### src/rtl/hamming74_pkg.sv
// rtl/hamming74_pkg.sv - Hamming(7,4) code layout, syndrome helper and receiver FSM encoding
package hamming74_pkg;

   localparam int P1_IDX = 0;
   localparam int P2_IDX = 1;
   localparam int D0_IDX = 2;
   localparam int P4_IDX = 3;
   localparam int D1_IDX = 4;
   localparam int D2_IDX = 5;
   localparam int D3_IDX = 6;

   typedef enum logic [2:0] {
      ST_IDLE  = 3'd0,
      ST_START = 3'd1,
      ST_DATA  = 3'd2,
      ST_STOP  = 3'd3,
      ST_DONE  = 3'd4
   } rx_state_e;

   // Syndrome value equals the 1-based position of a single flipped bit.
   function automatic logic [2:0] syndrome74(input logic [6:0] c);
      logic s1, s2, s4;
      s1 = c[P1_IDX] ^ c[D0_IDX] ^ c[D1_IDX] ^ c[D3_IDX];
      s2 = c[P2_IDX] ^ c[D0_IDX] ^ c[D2_IDX] ^ c[D3_IDX];
      s4 = c[P4_IDX] ^ c[D1_IDX] ^ c[D2_IDX] ^ c[D3_IDX];
      return {s4, s2, s1};
   endfunction

endpackage

### src/rtl/hamming_decoder_74.sv
// rtl/hamming_decoder_74.sv - combinational Hamming(7,4) single-error-correcting decoder
module hamming_decoder_74
   import hamming74_pkg::*;
(
   input  logic [6:0] code,
   output logic [3:0] data,
   output logic [2:0] syndrome,
   output logic       corrected
);

   logic [6:0] fixed;

   always_comb begin
      syndrome = syndrome74(code);
      fixed    = code;
      for (int i = 0; i < 7; i++) begin
         if (syndrome == 3'(i + 1)) fixed[i] = ~code[i];
      end
      data      = {fixed[D3_IDX], fixed[D2_IDX], fixed[D1_IDX], fixed[D0_IDX]};
      corrected = |syndrome;
   end

endmodule

### src/rtl/uart_hamming_receiver.sv
// rtl/uart_hamming_receiver.sv - 8N1 UART deserialiser feeding a Hamming(7,4) decoder
module uart_hamming_receiver
   import hamming74_pkg::*;
#(
   parameter int CLKS_PER_BIT = 16
) (
   input  logic       clk,
   input  logic       rst_n,
   input  logic       rx,
   output logic [3:0] data_out,
   output logic       valid,
   output logic       corrected,
   output logic       frame_err,
   output logic       rx_busy
);

   localparam int CNT_W = $clog2(CLKS_PER_BIT);
   localparam logic [CNT_W-1:0] BIT_LAST  = CNT_W'(CLKS_PER_BIT - 1);
   localparam logic [CNT_W-1:0] HALF_LAST = CNT_W'(CLKS_PER_BIT / 2 - 1);

   rx_state_e        state_q, state_d;
   logic             rx_m_q, rx_s_q;
   logic [CNT_W-1:0] cnt_q, cnt_d;
   logic [2:0]       idx_q, idx_d;
   logic [7:0]       sh_q, sh_d;
   logic             stop_q, stop_d;
   logic [3:0]       data_out_q, data_out_d;
   logic             valid_q, valid_d;
   logic             corrected_q, corrected_d;
   logic             frame_err_q, frame_err_d;

   logic [3:0]       dec_data;
   logic [2:0]       dec_syndrome;
   logic             dec_corrected;

   hamming_decoder_74 u_dec (
      .code      (sh_q[6:0]),
      .data      (dec_data),
      .syndrome  (dec_syndrome),
      .corrected (dec_corrected)
   );

   always_ff @(posedge clk or negedge rst_n) begin
      if (!rst_n) begin
         rx_m_q      <= 1'b1;
         rx_s_q      <= 1'b1;
         state_q     <= ST_IDLE;
         cnt_q       <= '0;
         idx_q       <= '0;
         sh_q        <= '0;
         stop_q      <= 1'b0;
         data_out_q  <= '0;
         valid_q     <= 1'b0;
         corrected_q <= 1'b0;
         frame_err_q <= 1'b0;
      end else begin
         rx_m_q      <= rx;
         rx_s_q      <= rx_m_q;
         state_q     <= state_d;
         cnt_q       <= cnt_d;
         idx_q       <= idx_d;
         sh_q        <= sh_d;
         stop_q      <= stop_d;
         data_out_q  <= data_out_d;
         valid_q     <= valid_d;
         corrected_q <= corrected_d;
         frame_err_q <= frame_err_d;
      end
   end

   always_comb begin
      state_d = state_q;
      cnt_d   = cnt_q + 1'b1;
      idx_d   = idx_q;
      sh_d    = sh_q;
      stop_d  = stop_q;
      unique case (state_q)
         ST_IDLE: begin
            cnt_d = '0;
            if (!rx_s_q) state_d = ST_START;
         end
         ST_START: begin
            if (cnt_q == HALF_LAST) begin
               cnt_d   = '0;
               idx_d   = '0;
               state_d = rx_s_q ? ST_IDLE : ST_DATA;
            end
         end
         ST_DATA: begin
            if (cnt_q == BIT_LAST) begin
               cnt_d = '0;
               sh_d  = {rx_s_q, sh_q[7:1]};
               if (idx_q == 3'd7) state_d = ST_STOP;
               else               idx_d   = idx_q + 1'b1;
            end
         end
         ST_STOP: begin
            if (cnt_q == BIT_LAST) begin
               cnt_d   = '0;
               stop_d  = rx_s_q;
               state_d = ST_DONE;
            end
         end
         ST_DONE: begin
            cnt_d   = '0;
            state_d = ST_IDLE;
         end
         default: state_d = ST_IDLE;
      endcase
   end

   // Bad frames leave data_out/corrected untouched so the last good nibble stays visible.
   always_comb begin
      data_out_d  = data_out_q;
      corrected_d = corrected_q;
      valid_d     = 1'b0;
      frame_err_d = 1'b0;
      if (state_q == ST_DONE) begin
         if (stop_q && !sh_q[7]) begin
            valid_d     = 1'b1;
            data_out_d  = dec_data;
            corrected_d = dec_corrected;
         end else begin
            frame_err_d = 1'b1;
         end
      end
   end

   assign data_out  = data_out_q;
   assign valid     = valid_q;
   assign corrected = corrected_q;
   assign frame_err = frame_err_q;
   assign rx_busy   = (state_q != ST_IDLE);

endmodule
### config.mk
export PLATFORM = sky130hd
export DESIGN_NAME = uart_hamming_receiver
export DESIGN_NICKNAME = d
export VERILOG_FILES = /design/src/rtl/hamming74_pkg.sv /design/src/rtl/hamming_decoder_74.sv /design/src/rtl/uart_hamming_receiver.sv
export SDC_FILE = /design/constraint.sdc
export NUM_CORES = 1
export LEC_CHECK = 0
export ABC_AREA = 1
export CORE_ASPECT_RATIO = 0.75
export CORE_MARGIN = 2
export CORE_UTILIZATION = 35
export CTS_BUF_LIST = sky130_fd_sc_hd__clkbuf_8
export DETAILED_ROUTE_END_ITERATION = 7
export PLACE_DENSITY_LB_ADDON = 0.2
export SETUP_SLACK_MARGIN = 0.2
export SKIP_CTS_REPAIR_TIMING = 1
export SYNTH_ARGS = -nofsm -noshare
export SYNTH_HDL_FRONTEND = slang
export SYNTH_SLANG_ARGS = --single-unit
### constraint.sdc
create_clock -name clk -period 2.16 [get_ports clk]
set_clock_uncertainty 0.15 [all_clocks]
set_input_delay 0.54 -clock clk [delete_from_list [all_inputs] [get_ports clk]]
set_output_delay 0.54 -clock clk [all_outputs]
set_load 0.03 [all_outputs]
* Word level (Yosys, flattened, before mapping)
Index checks and enable logic that the tools add are counted. W data, S select, Z words.
Word-level totals: word-level logic and storage cells 78, bits in registers 28, output and inout bits 8, bits of input ports 3
Cells by class: eq/ne operators 17, multiplexer cells 22, add/subtract/negate cells 2, bitwise logic cells 13, reduce and logical (&&, ||, !) cells 13
Operators with widths (count):
- $mux W3 | 8
- $eq A3 B3 Y1 const B | 5
- $ne A2 B2 Y1 const B | 6
- $pmux W3 S4 | 1
- $pmux W4 S3 | 1
- $eq A3 B2 Y1 const B | 3
- $xor A1 B1 Y1 | 9
- $mux W1 | 8
- $mux W4 | 2
- $pmux W3 S2 | 1
- $reduce_and A2 Y1 | 3
- $reduce_and A5 Y1 | 1
- $add A4 B1 Y4 const B | 1
- $eq A4 B3 Y1 const B | 1
- $eq A4 B4 Y1 const B | 1
- $not A1 Y1 | 4
- $reduce_and A4 Y1 | 1
- $reduce_or A2 Y1 | 2
- $add A3 B1 Y3 const B | 1
- $eq A3 B1 Y1 const B | 1
- $logic_not A3 Y1 | 1
- $reduce_bool A3 Y1 | 1
- $reduce_or A3 Y1 | 1
- $mux W2 | 1
- other kinds (3) | 3

* Longest topological paths before layout
Gate-level depths: netlist of run 1.
depth after elaboration 5, gate-level depth with buffers 11, mapped depth without buffers 11

* By module
From an unflattened synthesis of run 1, not the netlist that was laid out.
Unflattened totals: cells, all modules 212, area total of the unflattened synthesis 1577.8 um2
Modules (own cells, without submodules):
- uart_hamming_receiver | instances 1, area an instance 1268.7 um2, sequential area each 703.2 um2, cells an instance 144
- hamming_decoder_74 | instances 1, area an instance 309.0 um2, sequential area each 0.0 um2, cells an instance 68

* Worst setup path before layout of run 1
No wires, ideal clock.
kind reg2reg, start point reg cnt_q[0], end point reg sh_q[5], arrival time 1.234 ns, library setup time 0.127 ns, stages on the path, launching flop included 8, buffers on the path 1, slack 0.649 ns, data required time 1.883 ns, period minus slack after synthesis 1.511 ns, cells stage by stage dfrtp_1 ha_1 nand2_1 nor2_1 inv_1 nor3_4 buf_6 o21ai_0
Between the ends: longest elaborated chain between the ends 2
Ends and longest elaborated chain:
- start: declaration | line uart_hamming_receiver.sv:23 | logic [CNT_W-1:0] cnt_q, cnt_d;
- start signal: assignment | line uart_hamming_receiver.sv:60 | cnt_q <= cnt_d;
- $eq A4 B4 Y1 | line uart_hamming_receiver.sv:90 | if (cnt_q == BIT_LAST) begin
- $reduce_and A2 Y1 (no line)
- end signal: assignment | line uart_hamming_receiver.sv:50 | sh_q <= '0;
- end signal: assignment | line uart_hamming_receiver.sv:62 | sh_q <= sh_d;
- end: declaration | line uart_hamming_receiver.sv:25 | logic [7:0] sh_q, sh_d;
No other way between the ends. A chain may end at the register's enable or synchronous reset.

* Worst setup path in the final report of run 1
start point reg state_q[2], end point out rx_busy
Between the ends: longest elaborated chain between the ends 1
Ends and longest elaborated chain:
- start: declaration | line uart_hamming_receiver.sv:21 | rx_state_e state_q, state_d;
- start signal: assignment | line uart_hamming_receiver.sv:59 | state_q <= state_d;
- $reduce_bool A3 Y1 | line uart_hamming_receiver.sv:133 | assign rx_busy = (state_q != ST_IDLE);
- end: declaration | line uart_hamming_receiver.sv:14 | output logic rx_busy
No other way between the ends.

==> impl_metrics.json, run 1 <==
{
  "hold_class": "flop to flop",
  "drtIter0Drc": 56,
  "grt_use_total": 0.125,
  "synth_fp_nets": 184,
  "synthAdderAreaFrac": 0.0260,
  "swShare": 0.346,
  "drv_slew": 0,
  "synth_compound_area_frac": 0.0964,
  "synth_top_family_by_area": "simple AND/OR/NAND/NOR gates",
  "crit_path_max_fanout": 4,
  "initial_utilization": 0.360,
  "multi_input_area_um2": 641,
  "first_global_vias": 1057,
  "slew_headroom": 0.760,
  "powerDensity_nw_per_um2": 772,
  "synth_area_per_cell_um2": 8.10,
  "crit_required_ns": 1.47,
  "synthArstFlopShare": 1.00,
  "dpl.hpwl_um": 1960,
  "start_kind": "flop",
  "yosys.area.top_type": "dfrtp_1",
  "sequentialPowerShare": 0.474,
  "cts_buffers": 3,
  "reg2reg_to": "state_q[1]",
  "grt_pass1_wl_um": 4600,
  "synth_mux_area_frac": 0,
  "clk_path_buf_depth": 2,
  "timing.rr.start": "cnt_q[0]",
  "die_x_um": 78.1,
  "gp_congestion": 0.852,
  "yosys_warnings": 0,
  "layout-drive-gt1-share": 0.158,
  "dieArea_um2": 4650,
  "num_rows": 20,
  "synth_most_common_cell": "nand2_1",
  "wl_um": 2670,
  "ir_drop_mv": 0.328,
  "synth_edf_count": 0,
  "wl_per_cell_um": 10.6,
  "fillers": 417,
  "ys_types": 24,
  "die_h_um": 59.6,
  "pwr-share-comb": 0.314,
  "top_level_ports": 11,
  "worstSetupPathType": "flop to primary output",
  "hold_viol_final": 0,
  "grt_max_degree": 29,
  "worst_pin_slew_ns": 0.360,
  "fin_nets": 203,
  "max-cap-violations": 0,
  "port_buffers": 10,
  "grt_overflow_total": 0,
  "cts_tree": "done",
  "p_total_uw": 1320,
  "ys.flop_type": "dfrtp_1",
  "cts_sinks": 28,
  "synthXorXnorAreaFrac": 0.00608,
  "finalCriticalPeriod_ns": 1.85,
  "hold-path-endpoint": "rx_s_q",
  "synth-seq-cells": 28,
  "clk_root_buffer_cell": "clkbuf_8",
  "p_sw_uw": 458,
  "finalCritPeriodShare": 0.859,
  "diodes": 0,
  "h-tree-depth": 1,
  "dp.cells": 246,
  "clk_latency_ns": 0.27,
  "status": "completed",
  "yosys-top-cells-count": "nand2_1 (58), dfrtp_1 (26), inv_1 (17)",
  "grt_setup_unrepaired": "no",
  "drc": 0,
  "ff_latch_area_um2": 703,
  "ant_nets": 0,
  "first_pass_iters": 4,
  "netlist_top_cells_area": "dfrtp_1 (45%), nand2_1 (15%), o21ai_0 (5.2%), inv_1 (4.4%), nand3_1 (4.2%)",
  "via_count": 1121,
  "ff2ff_setup_slack_ns": 0.43,
  "p_int_uw": 865,
  "leakagePower_uw": 0.000946,
  "area_delta_synth_final_pct": 18.9,
  "cts.reportedPaths.clkPinSlew_ns": 0.09,
  "worstHoldPathCells": 0,
  "setup_viol": 0,
  "instances_no_fill": 251,
  "end_kind": "primary output",
  "min_from": "rx_m_q",
  "yosys.area_share.simple": 0.316,
  "pre_cts_slack_ns": 0.231,
  "reg2reg_depth": 8,
  "critPathArrivalTime_ns": 1.16,
  "final.setup.worst_slack_ns": 0.306,
  "syn_inst": 178,
  "antenna_found_initial": 0,
  "synth-seq-area-share": 0.488,
  "core_um2": 4000,
  "fmax_mhz": 539,
  "synth_top_area_share": 0.451,
  "clockPowerShare": 0.212,
  "synthesis.area_um2": 1440,
  "viasPerCell": 4.47
}
## sequential cells by signal, indices dropped and copies added (netlist names), 3 cells and up
register  count
cnt_q         4
data_out      4
sh_q          8
state_q       3
idx_q         3
## power by group through the flow
stage               clock network [µW]  logic (µW)  registers [µW]
global placement                     0         400             633
CTS                                301         420             627
floorplan                            0         288             638
finish                             281         415             627
detailed placement                   0         418             638
global route                       319         474             635
## cell usage in the layout (no fill, tap or decap), drive strengths merged
cell and instances:
nand2 62, dfrtp 26, inv 24, o21ai 16, nor2 15, nand3 13
dlymetal6s2s 8, a21oi 7, buf 5, nor3 5, ha 3, clkbuf 3
clkdlybuf4s50 2, dfstp 2, a211oi 1, nor3b 1, xor2 1, or2 1
o211ai 1
## cell type report
cell class | count | area share
clock buffer | 3 | 0.0241
clock inverter | 1 | 0.00219
inverter | 23 | 0.0504
multi-input combinational | 126 | 0.374
sequential | 28 | 0.410
tap | 55 | 0.0401
timing repair buffer | 15 | 0.0993
## critical path, cell delays in order, from the launching register on
cell            delay [ns]
dfrtp_1               0.41
inv_1                 0.11
nand2_1               0.10
dlymetal6s2s_1        0.29
## per-layer routing
metal / up-vias / global-route usage / share of wire
met5: - / 0 / 0
met4: 0 / 0.0226 / 0.0060
met3: 2 / 0.0366 / 0.030
met2: 13 / 0.198 / 0.43
met1: 506 / 0.174 / 0.54
li1: 600 / - / -
## logic make-up (layout without fill, tap and decap cells)
| kind of cell | Yosys count | in the layout |
|---|---|---|
| flops | 28 | 28 |
| fa+ha+maj | 3 | 3 |
| simple gates | 97 | 97 |
| xor+xnor | 1 | 1 |
| compound gates | 25 | 25 |
| buf+inv | 24 | 42 |
## worst max-delay path by stage
stage | slack [ns] | endpoint | cells past startpoint | from
floorplan | 0.65 | sh_q[5] | 7 | cnt_q[0]
global placement | 0.24 | rx_busy | 3 | state_q[2]
detailed placement | 0.23 | rx_busy | 3 | state_q[2]
CTS | -0.09 | rx_busy | 3 | state_q[2]
global route | 0.24 | rx_busy | 3 | state_q[2]
finish | 0.31 | rx_busy | 3 | state_q[2]
## through the flow
stage / instance area, µm² / hold WS [ns] / setup TNS [ns] / utilization
2_1_floorplan: 1440 / 0.0944 / 0 / -
3_3_place_gp: 1630 / 0.199 / 0 / 0.407
3_5_place_dp: 1630 / 0.199 / 0 / 0.407
4_1_cts: 1670 / 0.214 / -0.0918 / 0.418
5_1_grt: 1710 / 0.220 / 0 / 0.428
6_report: 1710 / 0.212 / 0 / 0.428
No activity file was read; power rests on OpenSTA's default activity.
==> run 2, diff against run 1 <==
CTS_CLUSTER_SIZE = 25   (was not set)
REMOVE_ABC_BUFFERS = 1   (was not set)
==> run 2 against run 1 <==
Sequential share of layout area is 0.44 points lower. Highest routed layer unchanged. Critical endpoint unchanged. Largest cell class unchanged. Routed wire length is 0.45% lower. Register-to-register slack worse by 0.02 ns. Non-clock buffer count is 1 lower. Combinational power hardly changed. Critical path type unchanged. Worst hold slack worse by 0.0012 ns. Sequential cell count stayed put. Clock power is 47% higher. First-iteration DRC count is 36% higher.
==> impl_metrics.json, run 2 (synthesized netlist as in run 1, its figures left out) <==
{
  "setup_viol": 0,
  "p_int_uw": 987,
  "critPathArrivalTime_ns": 1.17,
  "largest-register": "sh_q",
  "worstSetupPathType": "flop to primary output",
  "gp_congestion": 0.816,
  "layout_common_cells": "nand2_1 (58), dfrtp_1 (26), inv_1 (17)",
  "grt_pass1_wl_um": 4900,
  "crit_buf_inv": 2,
  "setup_tns_ns": 0,
  "cp_slowest_cell": "dfrtp_1",
  "drtIter0Drc": 76,
  "cp_top_family": "flip-flops",
  "final.setup.worst_slack_ns": 0.302,
  "crit_required_ns": 1.47,
  "die_h_um": 59.6,
  "hold_viol_final": 0,
  "grt_max_degree": 29,
  "drv_slew": 0,
  "clk_path_buf_depth": 2,
  "fin_nets": 202,
  "finalCritPeriodShare": 0.860,
  "area_delta_synth_final_pct": 20.2,
  "slew_headroom": 0.762,
  "num_rows": 20,
  "fmax_mhz": 538,
  "grt_setup_unrepaired": "no",
  "diodes": 0,
  "leakagePower_uw": 0.000949,
  "drc": 0,
  "powerDensity_nw_per_um2": 841,
  "wl_um": 2650,
  "mostFrequentLayoutCell": "nand2_1",
  "cts_tree": "done",
  "first_global_vias": 1122,
  "sequentialPowerShare": 0.431,
  "fillers": 402,
  "path_cells": "inv_1, nand2_1, dlymetal6s2s_1",
  "p_sw_uw": 470,
  "layout-drive-gt1-share": 0.159,
  "worst_pin_slew_ns": 0.358,
  "grt_use_total": 0.135,
  "viasPerCell": 4.60,
  "start_kind": "flop",
  "wl_per_cell_um": 10.6,
  "clockPowerShare": 0.284,
  "slowest_delay_ns": 0.41,
  "clk_latency_ns": 0.28,
  "core_um2": 4000,
  "top_level_ports": 11,
  "ir_drop_mv": 0.334,
  "cts.reportedPaths.clkPinSlew_ns": 0.09,
  "largest_reg_flops": 8,
  "via_count": 1151,
  "crit_path_max_fanout": 4,
  "pwr-share-comb": 0.285,
  "die_x_um": 78.1,
  "dpl.hpwl_um": 2020,
  "grt_overflow_total": 0,
  "max-cap-violations": 0,
  "hold_class": "flop to flop",
  "initial_utilization": 0.360,
  "cts_sinks": 28,
  "first_pass_iters": 4,
  "ant_nets": 0,
  "antenna_found_initial": 0,
  "pre_cts_slack_ns": 0.219,
  "port_buffers": 10,
  "end_kind": "primary output",
  "clk_root_buffer_cell": "clkbuf_8",
  "h-tree-depth": 1,
  "status": "completed",
  "dieArea_um2": 4650,
  "cts_buffers": 3,
  "swShare": 0.323,
  "finalCriticalPeriod_ns": 1.86
}
==> run 2: metrics by stage <==
stage	util	instance area, µm²	instances	hold slack (ns)	total power, µW
final	0.433	1730	250	0.211	1460
after global routing	0.433	1730	250	0.220	1560
after floorplan	-	1430	177	0.0944	925
after global placement	0.405	1620	245	0.198	1030
after detailed placement	0.405	1620	245	0.199	1060
after CTS	0.423	1690	249	0.213	1470
==> run 2: power by group through the flow <==
stage	clock network, µW	registers, µW	logic [µW]
final	414	627	415
after global routing	450	636	477
after CTS	425	628	420
after detailed placement	0	639	417
after global placement	0	633	400
after floorplan	0	638	288
==> run 2: layout make-up <==
class                      count  area (µm²)  area share
sequential                    28         703       0.406
multi-input combinational    126         641       0.370
timing repair buffer          14         163      0.0939
inverter                      23        86.3      0.0498
tap                           55        68.8      0.0397
clock buffer                   3        41.3      0.0238
clock inverter                 1        30.0      0.0173
==> run 2: path summary, 6_finish.rpt <==
kind | startpoint | endpoint | slack (ns) | cells after the start
setup / recovery | state_q[2] | rx_busy | 0.30 | 3
hold / removal | rx_m_q | rx_s_q | 0.21 | 0
setup reg to reg | cnt_q[0] | sh_q[4] | 0.41 | 8
hold reg to reg | rx_m_q | rx_s_q | 0.21 | 0
max in group asynchronous | rst_n | rx_m_q | 1.06 | 2
min in group asynchronous | rst_n | cnt_q[2] | 0.48 | 2
==> run 2: metal layers <==
layer | up-vias | global-route usage | wire length, µm
met3 | 2 | 0.0427 | 119
met1 | 527 | 0.181 | 1360
li1 | 601 | - | -
met4 | 0 | 0.0326 | 16
met2 | 21 | 0.218 | 1160
met5 | - | 0 | 0
